[src/rtl/smem_access_ctrl_pkg.sv]
// Shared types and constants for the S-RAM access controller.
package smem_pkg;

  // Controller FSM states
  typedef enum logic [2:0] {
    ST_IDLE   = 3'd0,
    ST_SETTLE = 3'd1,
    ST_ACCESS = 3'd2,
    ST_WAIT   = 3'd3,
    ST_DONE   = 3'd4
  } smem_state_e;

  // Client slots; lower index means higher priority
  localparam int CLIENT_INIT    = 0;
  localparam int CLIENT_SHUFFLE = 1;
  localparam int CLIENT_DECRYPT = 2;

  // S RAM geometry
  localparam int SMEM_DEPTH  = 256;
  localparam int SMEM_ADDR_W = 8;
  localparam int SMEM_DATA_W = 8;

  // Width of the grant index and of the read-latency down-counter (latency 1..3)
  localparam int GRANT_W   = 2;
  localparam int LAT_CNT_W = 2;

endpackage

[src/rtl/smem_access_ctrl_if.sv]
// Client handshake bus plus S RAM port of the access controller.
interface smem_access_ctrl_if #(
  parameter int NUM_CLIENTS = 3,
  parameter int ADDR_W      = 8,
  parameter int DATA_W      = 8
);
  // Client side
  logic [NUM_CLIENTS-1:0]        req;
  logic [NUM_CLIENTS-1:0]        wr;
  logic [NUM_CLIENTS*ADDR_W-1:0] addr;
  logic [NUM_CLIENTS*DATA_W-1:0] wdata;
  logic [NUM_CLIENTS-1:0]        done;
  logic [DATA_W-1:0]             rdata;
  logic [1:0]                    grant_idx;
  logic                          busy;
  // RAM side
  logic [ADDR_W-1:0]             ram_address;
  logic [DATA_W-1:0]             ram_data;
  logic                          ram_wren;
  logic [DATA_W-1:0]             ram_q;

  // Controller view
  modport slave (
    input  req, wr, addr, wdata, ram_q,
    output done, rdata, grant_idx, busy, ram_address, ram_data, ram_wren
  );

  // Client-side initiator view
  modport master (
    output req, wr, addr, wdata,
    input  done, rdata, grant_idx, busy
  );

  // RAM view
  modport ram (
    input  ram_address, ram_data, ram_wren,
    output ram_q
  );
endinterface

[src/rtl/smem_access_ctrl_prio_arbiter.sv]
// Combinational fixed-priority select: the lowest-indexed requester wins.
module smem_prio_arbiter
  import smem_pkg::*;
#(
  parameter int NUM_CLIENTS = 3
) (
  input  logic [NUM_CLIENTS-1:0] i_req,
  output logic [NUM_CLIENTS-1:0] o_grant_oh,
  output logic [GRANT_W-1:0]     o_grant_idx,
  output logic                   o_any
);

  // Scan from the lowest priority upward so the lowest index overwrites last
  always_comb begin
    o_grant_oh  = '0;
    o_grant_idx = '0;
    o_any       = 1'b0;
    for (int i = NUM_CLIENTS - 1; i >= 0; i--) begin
      if (i_req[i]) begin
        o_grant_oh     = '0;
        o_grant_oh[i]  = 1'b1;
        o_grant_idx    = GRANT_W'(i);
        o_any          = 1'b1;
      end else begin
        o_any = o_any;
      end
    end
  end

endmodule

[src/rtl/smem_access_ctrl.sv]
// Responder for the RC4 loop FSMs: arbitrates clients and serialises
// single-byte accesses onto one single-port, registered-read S RAM.
module smem_access_ctrl
  import smem_pkg::*;
#(
  parameter int NUM_CLIENTS = 3,
  parameter int ADDR_W      = 8,
  parameter int DATA_W      = 8,
  parameter int RAM_LATENCY = 1
) (
  input  logic         clk,
  input  logic         rst_n,
  smem_access_ctrl_if.slave bus
);

  smem_state_e              r_state;
  smem_state_e              w_next;

  logic [NUM_CLIENTS-1:0]   w_grant_oh;
  logic [GRANT_W-1:0]       w_grant_idx;
  logic                     w_any;

  logic [NUM_CLIENTS-1:0]   r_grant_oh;
  logic [GRANT_W-1:0]       r_grant_idx;
  logic                     r_wr;
  logic [LAT_CNT_W-1:0]     r_cnt;

  logic [NUM_CLIENTS-1:0]   r_done;
  logic [DATA_W-1:0]        r_rdata;
  logic                     r_busy;
  logic [ADDR_W-1:0]        r_ram_address;
  logic [DATA_W-1:0]        r_ram_data;
  logic                     r_ram_wren;

  logic [ADDR_W-1:0]        w_sel_addr;
  logic [DATA_W-1:0]        w_sel_wdata;
  logic                     w_sel_wr;

  smem_prio_arbiter #(
    .NUM_CLIENTS (NUM_CLIENTS)
  ) u_arb (
    .i_req       (bus.req),
    .o_grant_oh  (w_grant_oh),
    .o_grant_idx (w_grant_idx),
    .o_any       (w_any)
  );

  // Fields of the granted client, only trusted once SETTLE has elapsed
  assign w_sel_addr  = bus.addr[r_grant_idx*ADDR_W +: ADDR_W];
  assign w_sel_wdata = bus.wdata[r_grant_idx*DATA_W +: DATA_W];
  assign w_sel_wr    = bus.wr[r_grant_idx];

  // State register
  always_ff @(posedge clk or negedge rst_n) begin
    if (!rst_n) begin
      r_state <= ST_IDLE;
    end else begin
      r_state <= w_next;
    end
  end

  // Next-state decode; reads pass through WAIT for the RAM latency
  always_comb begin
    w_next = ST_IDLE;
    case (r_state)
      ST_IDLE: begin
        if (w_any) w_next = ST_SETTLE;
        else       w_next = ST_IDLE;
      end
      ST_SETTLE: w_next = ST_ACCESS;
      ST_ACCESS: begin
        if (r_wr) w_next = ST_DONE;
        else      w_next = ST_WAIT;
      end
      ST_WAIT: begin
        if (r_cnt == LAT_CNT_W'(1)) w_next = ST_DONE;
        else                        w_next = ST_WAIT;
      end
      ST_DONE: w_next = ST_IDLE;
      default: w_next = ST_IDLE;
    endcase
  end

  // Grant is latched in IDLE and held until the transaction returns to IDLE
  always_ff @(posedge clk or negedge rst_n) begin
    if (!rst_n) begin
      r_grant_oh  <= '0;
      r_grant_idx <= '0;
    end else if (r_state == ST_IDLE && w_any) begin
      r_grant_oh  <= w_grant_oh;
      r_grant_idx <= w_grant_idx;
    end
  end

  // Capture the granted request at the end of SETTLE; it also drives the RAM port
  always_ff @(posedge clk or negedge rst_n) begin
    if (!rst_n) begin
      r_wr          <= 1'b0;
      r_ram_address <= '0;
      r_ram_data    <= '0;
    end else if (r_state == ST_SETTLE) begin
      r_wr          <= w_sel_wr;
      r_ram_address <= w_sel_addr;
      r_ram_data    <= w_sel_wdata;
    end
  end

  // Write enable is high only for the single ACCESS cycle of a write
  always_ff @(posedge clk or negedge rst_n) begin
    if (!rst_n) begin
      r_ram_wren <= 1'b0;
    end else begin
      r_ram_wren <= (r_state == ST_SETTLE) ? w_sel_wr : 1'b0;
    end
  end

  // Read latency counter and read-data capture on the last WAIT cycle
  always_ff @(posedge clk or negedge rst_n) begin
    if (!rst_n) begin
      r_cnt   <= '0;
      r_rdata <= '0;
    end else if (r_state == ST_ACCESS) begin
      r_cnt <= LAT_CNT_W'(RAM_LATENCY);
    end else if (r_state == ST_WAIT) begin
      r_cnt <= r_cnt - LAT_CNT_W'(1);
      if (r_cnt == LAT_CNT_W'(1)) r_rdata <= bus.ram_q;
    end
  end

  // Done pulse and busy flag, registered from the next-state decode
  always_ff @(posedge clk or negedge rst_n) begin
    if (!rst_n) begin
      r_done <= '0;
      r_busy <= 1'b0;
    end else begin
      r_done <= (w_next == ST_DONE) ? r_grant_oh : '0;
      r_busy <= (w_next != ST_IDLE);
    end
  end

  assign bus.done        = r_done;
  assign bus.rdata       = r_rdata;
  assign bus.grant_idx   = r_grant_idx;
  assign bus.busy        = r_busy;
  assign bus.ram_address = r_ram_address;
  assign bus.ram_data    = r_ram_data;
  assign bus.ram_wren    = r_ram_wren;

endmodule

[src/flat_wrapper.sv]
// flat-port wrapper written by rule: the top's interface ports become plain ports
module smem_access_ctrl_flat import smem_pkg::*;
#(
  parameter int NUM_CLIENTS = 3,
  parameter int ADDR_W      = 8,
  parameter int DATA_W      = 8,
  parameter int RAM_LATENCY = 1
)
  (clk, rst_n, bus_req, bus_wr, bus_addr, bus_wdata, bus_ram_q, bus_done, bus_rdata, bus_grant_idx, bus_busy, bus_ram_address, bus_ram_data, bus_ram_wren);
  smem_access_ctrl_if #(.NUM_CLIENTS(NUM_CLIENTS), .ADDR_W(ADDR_W), .DATA_W(DATA_W)) bus_i ();
  input  logic clk;
  input  logic rst_n;
  input wire logic [$bits(bus_i.req)-1:0] bus_req;
  input wire logic [$bits(bus_i.wr)-1:0] bus_wr;
  input wire logic [$bits(bus_i.addr)-1:0] bus_addr;
  input wire logic [$bits(bus_i.wdata)-1:0] bus_wdata;
  input wire logic [$bits(bus_i.ram_q)-1:0] bus_ram_q;
  output wire logic [$bits(bus_i.done)-1:0] bus_done;
  output wire logic [$bits(bus_i.rdata)-1:0] bus_rdata;
  output wire logic [$bits(bus_i.grant_idx)-1:0] bus_grant_idx;
  output wire logic [$bits(bus_i.busy)-1:0] bus_busy;
  output wire logic [$bits(bus_i.ram_address)-1:0] bus_ram_address;
  output wire logic [$bits(bus_i.ram_data)-1:0] bus_ram_data;
  output wire logic [$bits(bus_i.ram_wren)-1:0] bus_ram_wren;
  assign bus_i.req = bus_req;
  assign bus_i.wr = bus_wr;
  assign bus_i.addr = bus_addr;
  assign bus_i.wdata = bus_wdata;
  assign bus_i.ram_q = bus_ram_q;
  assign bus_done = bus_i.done;
  assign bus_rdata = bus_i.rdata;
  assign bus_grant_idx = bus_i.grant_idx;
  assign bus_busy = bus_i.busy;
  assign bus_ram_address = bus_i.ram_address;
  assign bus_ram_data = bus_i.ram_data;
  assign bus_ram_wren = bus_i.ram_wren;
  smem_access_ctrl #(.NUM_CLIENTS(NUM_CLIENTS), .ADDR_W(ADDR_W), .DATA_W(DATA_W), .RAM_LATENCY(RAM_LATENCY)) u_core (.clk(clk), .rst_n(rst_n), .bus(bus_i));
endmodule
[config.mk]
export PLATFORM = sky130hd
export DESIGN_NAME = smem_access_ctrl_flat
export DESIGN_NICKNAME = d
export VERILOG_FILES = /design/src/rtl/smem_access_ctrl_pkg.sv /design/src/rtl/smem_access_ctrl_if.sv /design/src/rtl/smem_access_ctrl_prio_arbiter.sv /design/src/rtl/smem_access_ctrl.sv /design/src/flat_wrapper.sv
export SDC_FILE = /design/constraint.sdc
export NUM_CORES = 1
export LEC_CHECK = 0
export ABC_AREA = 0
export CAP_MARGIN = 20
export CORE_MARGIN = 3
export CORE_UTILIZATION = 44
export CTS_BUF_LIST = sky130_fd_sc_hd__clkbuf_2 sky130_fd_sc_hd__clkbuf_4 sky130_fd_sc_hd__clkbuf_8
export CTS_CLUSTER_SIZE = 12
export DETAILED_ROUTE_END_ITERATION = 6
export PLACE_DENSITY = 0.87
export SYNTH_ARGS = -nofsm -noshare
export SYNTH_HDL_FRONTEND = slang
export SYNTH_SLANG_ARGS = --single-unit
[constraint.sdc]
create_clock -name clk -period 3.5 [get_ports clk]
set_input_delay 0.7 -clock clk [delete_from_list [all_inputs] [get_ports clk]]
set_output_delay 0.7 -clock clk [all_outputs]
set_load 0.03 [all_outputs]
==> run_results.csv <==
group,metric,value,unit
timing,setup_viol,0,
clock_network,clk_pin_slew,0.08,ns
timing,slew_headroom,0.440,
logic_synthesis,ys_seq_elements,38,
global_routing,grtUsageTotal,0.193,
logic_synthesis,yosysSeqAreaShare,0.511,
clock_network,clk_latency,0.29,ns
cells_and_area,multi_input_comb_area,828,um2
clock_network,cts_hold_buffers,0,
cells_and_area,area_growth,58.4,%
worst_setup_path,startpoint_type,"flip-flop",
clock_network,cts_buffers,5,
power,powerDensity,936,mW/mm2
timing,hold_viol_final,0,
routing,wl_per_cell,14.9,um
power,p_total,2.76,mW
placement,place_congestion,0.829,
cells_and_area,final_cell_mix,"93 x clkdlybuf4s50_1, 38 x dfrtp_1, 20 x nand2_1",
cells_and_area,drive_gt1_frac,0.164,
cells_and_area,layout_commonest_cell,"clkdlybuf4s50_1",
cells_and_area,fillers,302,
logic_synthesis,syn_area,0.00186,mm2
clock_network,cts_tree,"built",
global_routing,overflow,0,
cells_and_area,seq_area,951,um2
placement,dp_hpwl,3520,um
worst_setup_path,crit_fanout,16,
outcome,run_status,"completed",
clock_network,cts-resized-gates,0,
die,die_w,71.1,um
routing,routed_wl,4740,um
logic_synthesis,ys_types,25,
routing,drt_iter0_drc,87,
clock_network,cts_buffer_depth,2,
cells_and_area,post-route-util,0.732,
worst_setup_path,critPathSlowestCell,"clkdlybuf4s50_1",
die,die_h,71.1,um
hold_path,min_from,"u_core.r_cnt[1]",
routing,vias,1575,
logic_synthesis,syn_area_per_cell,10.6,um2
routing,vias_per_cell,4.95,
timing,finClkSkew,0.00485,ns
flow_run,cap_violations,0,
worst_setup_path,crit_chain,"buf_4, clkdlybuf4s50_1",
logic_synthesis,synth_cells,175,
cells_and_area,antenna_cells,0,
timing,period_needed,2.54,ns
routing,drcViolationCount,0,
worst_setup_path,critPathKind,"flip-flop to primary output",
worst_setup_path,crit_arrival,1.84,ns
worst_setup_path,worst_setup_path_end_kind,"primary output",
power,p_leak,1.22,nW
cells_and_area,fin_cells,318,
timing,fmax,394,MHz
worst_setup_path,crit_path_max_incr_delay,0.73,ns
die,start_util,0.462,
timing,final.setup.tns,0,ns
worst_setup_path,crit_required,2.80,ns
placement,place.port_buffers,94,
clock_network,clock_sinks,38,
global_routing,grt_pass1_wl,7670,um
timing,worst-slew-pin-transition,0.840,ns
timing,rsz0062_at_grt,"false",
timing,finalMaxSlewViolations,0,
placement,place_inst,309,
logic_synthesis,syn_nets,240,
die,io-pin-count,95,
routing,ant_nets,0,
global_routing,grt_pass1_vias,1588,
placement,dpl_cell_area,0.00280,mm2
timing,period_share,0.726,
worst_setup_path,rr_startpoint,"u_core.r_state[0]",
cells_and_area,design_area,0.00295,mm2
power,vdd_drop_max,0.498,mV
worst_setup_path,startpoint,"u_core.bus.grant_idx[0]",
routing,first_pass_iters,4,
hold_path,min_path_type,"flip-flop to flip-flop",
logic_synthesis,yosysWarningCount,0,
cells_and_area,nets,332,
die,num_rows,23,
die,die_area,0.00505,mm2
die,design.core.area,0.00403,mm2
global_routing,grt_max_degree,39,
clock_network,cts_root_buf,"clkbuf_8",
clock_network,post_cts_buffers,0,
clock_network,htreeDepth,2,
global_routing,antenna_found_initial,0,
## per-stage QoR
step,setup slack (ns),hold slack [ns]
4_1_cts,0.962,0.489
5_1_grt,0.881,0.504
6_report,0.960,0.484
3_3_place_gp,1.32,0.462
3_5_place_dp,1.30,0.470
2_1_floorplan,1.87,0.404
## worst paths after layout
| check | endpoint | slack, ns | depth (start not counted) |
|---|---|---|---|
| min in group asynchronous | u_core.bus.ram_data[3] | 0.51 | 1 |
| max reg2reg | u_core.r_wr | 1.89 | 3 |
| min reg2reg | u_core.r_cnt[1] | 0.48 | 2 |
| max | bus_grant_idx[0] | 0.96 | 2 |
| max in group asynchronous | u_core.bus.ram_address[4] | 2.47 | 1 |
| min | u_core.r_cnt[1] | 0.48 | 2 |
## cell usage after synthesis
cell,n,area share
nor3_4,1,0.0087
buf_2,3,0.0081
o211ai_1,1,0.0040
a22oi_1,1,0.0040
nand2_1,20,0.040
o21ai_1,1,0.0027
dfrtp_1,38,0.51
o21ai_0,4,0.011
mux2_2,12,0.073
mux2i_1,17,0.091
inv_1,3,0.0060
or2_2,17,0.057
ha_1,1,0.0067
a32o_1,1,0.0054
nor2_1,18,0.036
a21oi_1,2,0.0054
nand4b_2,1,0.0081
a31oi_1,16,0.054
buf_4,6,0.024
nand3b_1,1,0.0040
clkbuf_1,3,0.0060
and2_1,4,0.013
nor3b_4,1,0.010
nand2b_1,2,0.0067
nor2b_1,1,0.0034
## logic make-up (layout without fill, tap and decap cells)
| kind of cell | after synthesis | after routing | synth area share |
|---|---|---|---|
| AO/OA/AOI/OAI | 26 | 26 | 0.0860 |
| multiplexers | 29 | 29 | 0.164 |
| flip-flops | 38 | 38 | 0.511 |
| AND/OR/NAND/NOR | 66 | 66 | 0.188 |
| buffers and inverters | 15 | 108 | 0.0443 |
| adder cells (fa/ha/maj) | 1 | 1 | 0.00672 |
## per-layer routing
layer | part of all wire | GRT usage | routed length [um]
met5 | 0 | 0 | 0
met4 | 0.020 | 0.0772 | 96
met3 | 0.041 | 0.0284 | 193
met2 | 0.53 | 0.334 | 2490
met1 | 0.41 | 0.242 | 1960
## registers in the layout, summed over array words and instances, names as in the netlist
signal,flops
u_core.bus.done,3
u_core.bus.ram_wren,1
u_core.bus.ram_address,8
u_core.bus.grant_idx,1
u_core.r_wr,1
u_core.r_state,3
u_core.r_grant_oh,2
u_core.r_cnt,2
u_core.bus.busy,1
u_core.bus.ram_data,8
u_core.bus.rdata,8
## layout make-up
cell class	instances	share of cell area
Multi-Input combinational cell	122	0.281
Inverter	3	0.00382
Clock inverter	3	0.0233
Tap cell	50	0.0212
Clock buffer	5	0.0233
Timing Repair Buffer	97	0.325
Sequential cell	38	0.322
## report_power, final
group	total (mW)	switching, mW	internal, mW
clock	0.444	0.159	0.285
sequential	0.826	0.171	0.655
combinational	1.49	0.791	0.698
## critical path, delay by kind of cell (launching register included)
family | cells | cell delay, ns
flops | 1 | 0.48
buf+inv | 2 | 1.06
Note: power is estimated with default switching activity, not from simulation.
